$ cat config.mk
export PLATFORM = sky130hd
export DESIGN_NAME = seq_detect_sched
export DESIGN_NICKNAME = d
export VERILOG_FILES = /design/src/rtl/seq_detect_pkg.sv /design/src/rtl/seq_detect_rr_arb.sv /design/src/rtl/seq_detect_sched.sv
export SDC_FILE = /design/constraint.sdc
export NUM_CORES = 1
export LEC_CHECK = 0
export CORE_ASPECT_RATIO = 0.9
export CORE_MARGIN = 3
export CORE_UTILIZATION = 35
export DETAILED_ROUTE_END_ITERATION = 10
export GPL_ROUTABILITY_DRIVEN = 0
export PLACE_DENSITY = 0.6
export SLEW_MARGIN = 30
export SYNTH_ARGS = -nofsm -noshare
export SYNTH_HDL_FRONTEND = slang
export SYNTH_HIERARCHICAL = 1
export SYNTH_SLANG_ARGS = --single-unit
$ cat constraint.sdc
create_clock -name clk -period 7.12 [get_ports clk]
set_input_delay 2.136 -clock clk [delete_from_list [all_inputs] [get_ports clk]]
set_output_delay 2.136 -clock clk [all_outputs]
set_load 0.01 [all_outputs]
$ cat src/rtl/seq_detect_pkg.sv
// Shared constants, scheduler state type and index-width helper for the
// time-shared serial pattern detector.
package seq_detect_pkg;

    localparam logic [3:0] DEFAULT_PATTERN = 4'b1011;
    localparam int         DEFAULT_CNT_W   = 16;

    typedef enum logic {
        IDLE  = 1'b0,
        GRANT = 1'b1
    } sched_state_e;

    // Width of a channel index; never less than one bit.
    function automatic int idx_w(input int n);
        return (n > 1) ? $clog2(n) : 1;
    endfunction

endpackage

$ cat src/rtl/seq_detect_rr_arb.sv
// Round-robin arbiter: picks the first eligible channel at or after ptr,
// returning a one-hot grant, the granted index and a found flag.
module seq_detect_rr_arb
    import seq_detect_pkg::*;
#(
    parameter int NCH = 4,
    parameter int IW  = idx_w(NCH)
) (
    input  logic [NCH-1:0] eligible,
    input  logic [IW-1:0]  ptr,
    output logic [NCH-1:0] gnt,
    output logic [IW-1:0]  idx,
    output logic           found
);

    logic [IW-1:0] cand;

    // NOTE: every output gets a default before the search loop so that no
    // path through this block can leave a value unassigned and infer a latch.
    always_comb begin
        gnt   = '0;
        idx   = '0;
        found = 1'b0;
        cand  = '0;
        for (int off = 0; off < NCH; off++) begin
            cand = IW'((int'(ptr) + off) % NCH);
            if (!found && eligible[cand]) begin
                found     = 1'b1;
                gnt[cand] = 1'b1;
                idx       = cand;
            end
        end
    end

endmodule

$ cat src/rtl/seq_detect_sched.sv
// Round-robin time-shared overlapping pattern detector with a saved
// three-bit history and fill count per channel.
module seq_detect_sched
    import seq_detect_pkg::*;
#(
    parameter int         NCH     = 4,
    parameter logic [3:0] PATTERN = DEFAULT_PATTERN,
    parameter int         CNT_W   = DEFAULT_CNT_W
) (
    input  logic                   clk,
    input  logic                   reset,
    input  logic                   en,
    input  logic [NCH-1:0]         req,
    input  logic [NCH-1:0]         bit_in,
    input  logic [NCH-1:0]         clr,
    output logic [NCH-1:0]         gnt,
    output logic                   seen,
    output logic [idx_w(NCH)-1:0]  seen_ch,
    output logic [CNT_W-1:0]       hit_cnt
);

    localparam int IW = idx_w(NCH);

    sched_state_e   state, state_next;
    logic [IW-1:0]  rr_ptr;
    logic [IW-1:0]  gnt_idx;
    logic           found;
    logic           match;
    logic           hit_q;
    logic [NCH-1:0] eligible;
    logic [2:0]     ctx_hist [NCH];
    logic [1:0]     ctx_fill [NCH];

    // Gating with reset keeps gnt low for the whole time reset is asserted.
    assign eligible = req & ~clr & {NCH{en & reset}};

    seq_detect_rr_arb #(.NCH(NCH), .IW(IW)) u_arb (
        .eligible (eligible),
        .ptr      (rr_ptr),
        .gnt      (gnt),
        .idx      (gnt_idx),
        .found    (found)
    );

    always_comb begin
        state_next = IDLE;
        match      = 1'b0;
        if (found) begin
            state_next = GRANT;
            match      = (ctx_fill[gnt_idx] == 2'd3) &&
                         ({ctx_hist[gnt_idx], bit_in[gnt_idx]} == PATTERN);
        end
    end

    // NOTE: all state uses non-blocking assignments so every register
    // samples pre-edge values regardless of statement order.
    always_ff @(posedge clk or negedge reset) begin
        if (!reset) begin
            state <= IDLE;
            hit_q <= 1'b0;
        end else begin
            state <= state_next;
            hit_q <= match;
        end
    end

    assign seen = (state == GRANT) && hit_q;

    always_ff @(posedge clk or negedge reset) begin
        if (!reset) begin
            rr_ptr  <= '0;
            seen_ch <= '0;
            hit_cnt <= '0;
        end else if (found) begin
            rr_ptr <= (gnt_idx == IW'(NCH - 1)) ? '0 : gnt_idx + 1'b1;
            if (match) begin
                seen_ch <= gnt_idx;
                if (hit_cnt != '1)
                    hit_cnt <= hit_cnt + 1'b1;
            end
        end
    end

    // NOTE: the context store is reset explicitly because a mid-stream reset
    // must discard partial matches; it is small enough to stay in flops.
    always_ff @(posedge clk or negedge reset) begin
        if (!reset) begin
            for (int i = 0; i < NCH; i++) begin
                ctx_hist[i] <= '0;
                ctx_fill[i] <= '0;
            end
        end else begin
            for (int i = 0; i < NCH; i++) begin
                if (clr[i]) begin
                    ctx_hist[i] <= '0;
                    ctx_fill[i] <= '0;
                end else if (gnt[i]) begin
                    ctx_hist[i] <= {ctx_hist[i][1:0], bit_in[i]};
                    if (ctx_fill[i] != 2'd3)
                        ctx_fill[i] <= ctx_fill[i] + 2'd1;
                end
            end
        end
    end

endmodule
==> results by group <==
Detailed routing
  • Vias/cell: 5.149
  • 1st-iter DRT viols: 98
  • Total number of vias: 1900
  • Post-DR wirelength/cell: 14.46 um
  • Drt pass-1 iters: 4
  • Post-route ant nets: 0
  • Final WL: 5334 um
  • DRC viols: 0

CTS
  • CTS root buffer: clkbuf_8
  • TritonCTS clock tree: yes
  • Setup Buffers After CTS: 0
  • Clock slew at reported path FFs: 80 ps
  • Hold-fix buffer count after cts: 0
  • Clk buf depth: 2
  • Sink Count: 42
  • CTS HTree Levels: 2
  • Clock Latency Late Sink: 290 ps
  • Cts repair resizes: 0
  • TritonCTS Buffers: 5

Global routing
  • Largest net degree at the start of global routing: 43
  • Tot GR Track Use: 0.1390
  • Number of antenna violations at the first check in global routing: 0
  • GRT Residual Overflow: 0
  • Vias in the first global route: 1831
  • First-pass GRT wire length: 8832 um

Timing
  • Hold Vio Cnt, Final: 0
  • Max Fclk: 144.0 MHz
  • Slew headroom: 0.4914
  • Minimum clock period: 6947 ps
  • Final slew viol count: 0
  • RSZ-0062 raised after global routing: false
  • Worst Skew: 6.066 ps
  • Hold WS: 522.4 ps
  • Final period util: 0.9756
  • Fin Setup TNS: 0 ps
  • Worst-margin pin slew: 762.8 ps
  • Final setup violation count: 0

Pwr
  • Pwr Density: 223.7 nW/um^2
  • Worst vdd ir: 0.1147 mV
  • LEAKAGE: 1.391 nW

Flow run
  • MaxCap Viol Count: 0

Worst setup path
  • Worst setup startpoint: clr[2]
  • RR Endpoint: seen_ch[0]
  • Critical path class: input port to output pin
  • Reg2reg start: rr_ptr[0]
  • Critical Path End Type: output pin
  • Largest fanout on the critical path: 6
  • Worst Path Arrival: 4810 ps
  • Cells on worst reg2reg path: 11
  • Crit path required time: 4980 ps
  • Slack of the worst reg-to-reg path: 3250 ps
  • Setup crit start kind: input port

Yosys
  • Post-Synth Adder-Cell Area: 0.05615
  • Main flop type after synthesis: dfrtp_1
  • Post-synth design cell area: 2451 um^2
  • Synth unique cells: 48
  • Combinational family with the most area after synthesis: simple AND/OR/NAND/NOR gates
  • #FFs+latches synth: 42
  • Post-synth EDFFs: 0
  • Simple-Gate Fraction of Synth Area: 0.2083
  • Mux contribution to synthesized area: 0.1429
  • Syn_area_per_cell: 10.94 um^2
  • Xor/xnor share of the synthesized area: 0.06075
  • Synth async-reset ratio: 1.000
  • Post-synthesis sequential area ratio: 0.4288
  • Post-Syn Nets: 250
  • Warnings from Yosys: 6
  • Compound-Gate Fraction of Synth Area: 0.08065
  • Cells after synthesis: 224

Cells and area
  • Antenna Cells: 0
  • Ratio of cells with drive above 1 in the final layout: 0.1362
  • Final nets: 304
  • Area growth, synth to finish: 27.21%

Place
  • Port bufs: 37
  • Post-detail-place hpwl: 4075 um

Die
  • Initial Util: 0.3663
  • Die area: 8045 um^2
  • I/O pins: 38
  • # rows: 28
  • Core area: 6691 um^2
  • Die Span X: 94.21 um
  • Die Height: 85.39 um

Worst hold path
  • WHS Endpoint: seen_ch[1]
  • Worst min path class: register to register
  • WHS Path Cells: 1
  • HP Start: seen_ch[1]

Outcome
  • Status: finished, final reports clean
-- layer usage --
layer | vias to the layer above | GRT usage | share of wire
met2 | 39 | 0.2101 | 0.46
met1 | 920 | 0.1987 | 0.48
met5 | - | 0 | 0
met3 | 7 | 0.02926 | 0.039
met4 | 0 | 0.04593 | 0.012
li1 | 934 | - | -
-- cell families (layout without fill, tap and decap cells) --
logic type,Yosys count,after routing
simple gates,91,91
flops,42,42
mux,28,28
compound gates,25,25
xor+xnor,17,17
fa+ha+maj,11,11
buf+inv,10,65
-- report_power, final --
part | internal [W] | total [W] | switching (W)
clock | 0.000103 | 0.000187 | 0.0000842
combinational | 0.000109 | 0.000206 | 0.0000974
sequential | 0.000267 | 0.000304 | 0.0000371
total | 0.000479 | 0.000698 | 0.000219
-- synth_stat cells, drive strengths merged (2+ instances only) --
master | number | area (um^2)
dfrtp | 42 | 1051
nor2 | 26 | 97.59
mux2i | 17 | 170.2
nand2 | 14 | 52.55
xor2 | 14 | 122.6
ha | 11 | 137.6
nor3 | 10 | 50.05
a22oi | 8 | 60.06
mux2 | 7 | 82.57
o21ai | 7 | 38.78
nand4 | 6 | 37.54
nand3 | 5 | 25.02
nor3b | 5 | 48.80
nor4 | 5 | 31.28
buf | 4 | 32.53
inv | 4 | 15.01
mux4 | 4 | 97.59
and3 | 3 | 18.77
nor2b | 3 | 18.77
nor4b | 3 | 41.29
xnor2 | 3 | 26.28
a21oi | 2 | 10.01
clkbuf | 2 | 7.510
nand2b | 2 | 12.51
nand4b | 2 | 17.52
-- sequential cells by signal (all words and copies together) (netlist names) --
signal	flops
hit_cnt	16
ctx_hist	12
ctx_fill	8
rr_ptr	2
seen_ch	2
hit_q	1
state	1
-- worst max-delay path: stages --
cell	delay, ps
clkdlybuf4s50_1	540
nor3b_1	80
buf_4	150
mux4_2	530
and2b_2	280
a22oi_1	60
o21ai_0	400
clkdlybuf4s50_1	630
-- cells in the final DEF (no fill, tap or decap), types with 6 or more instances in the layout --
cell,n
nor2_1,26
buf_4,16
mux2i_1,17
nor3_1,10
dfrtp_1,42
nand2_1,14
clkdlybuf4s50_1,36
xor2_1,14
ha_1,11
a22oi_1,8
nand4_1,6
-- metrics by stage --
stage / power, W / setup WS (ps) / util / std cells / instance area, um^2
after floorplan: 0.0004286 / 1118 / - / 224 / 2451
after global placement: 0.0005140 / 193.5 / 0.4497 / 361 / 3009
after detailed placement: 0.0005178 / 191.6 / 0.4497 / 361 / 3009
after CTS: 0.0007058 / 165.6 / 0.4660 / 369 / 3118
after global routing: 0.0007392 / 70.29 / 0.4660 / 369 / 3118
final: 0.0006976 / 173.5 / 0.4660 / 369 / 3118
-- cell type report --
class                      instances  area [um^2]
sequential                        42         1051
clock inverter                     3        40.04
timing repair buffer              53        485.5
multi-input combinational        172         1345
clock buffer                       5        68.82
inverter                           4        15.01
tap                               90        112.6
fill                             611         3573
-- worst max-delay path by stage --
stage / endpoint / cells after the start
after floorplan: gnt[0] / 7
after global placement: gnt[0] / 8
after detailed placement: gnt[3] / 8
after CTS: gnt[3] / 8
after global routing: gnt[1] / 9
final: gnt[3] / 8
(Power assumes the default switching activity.)
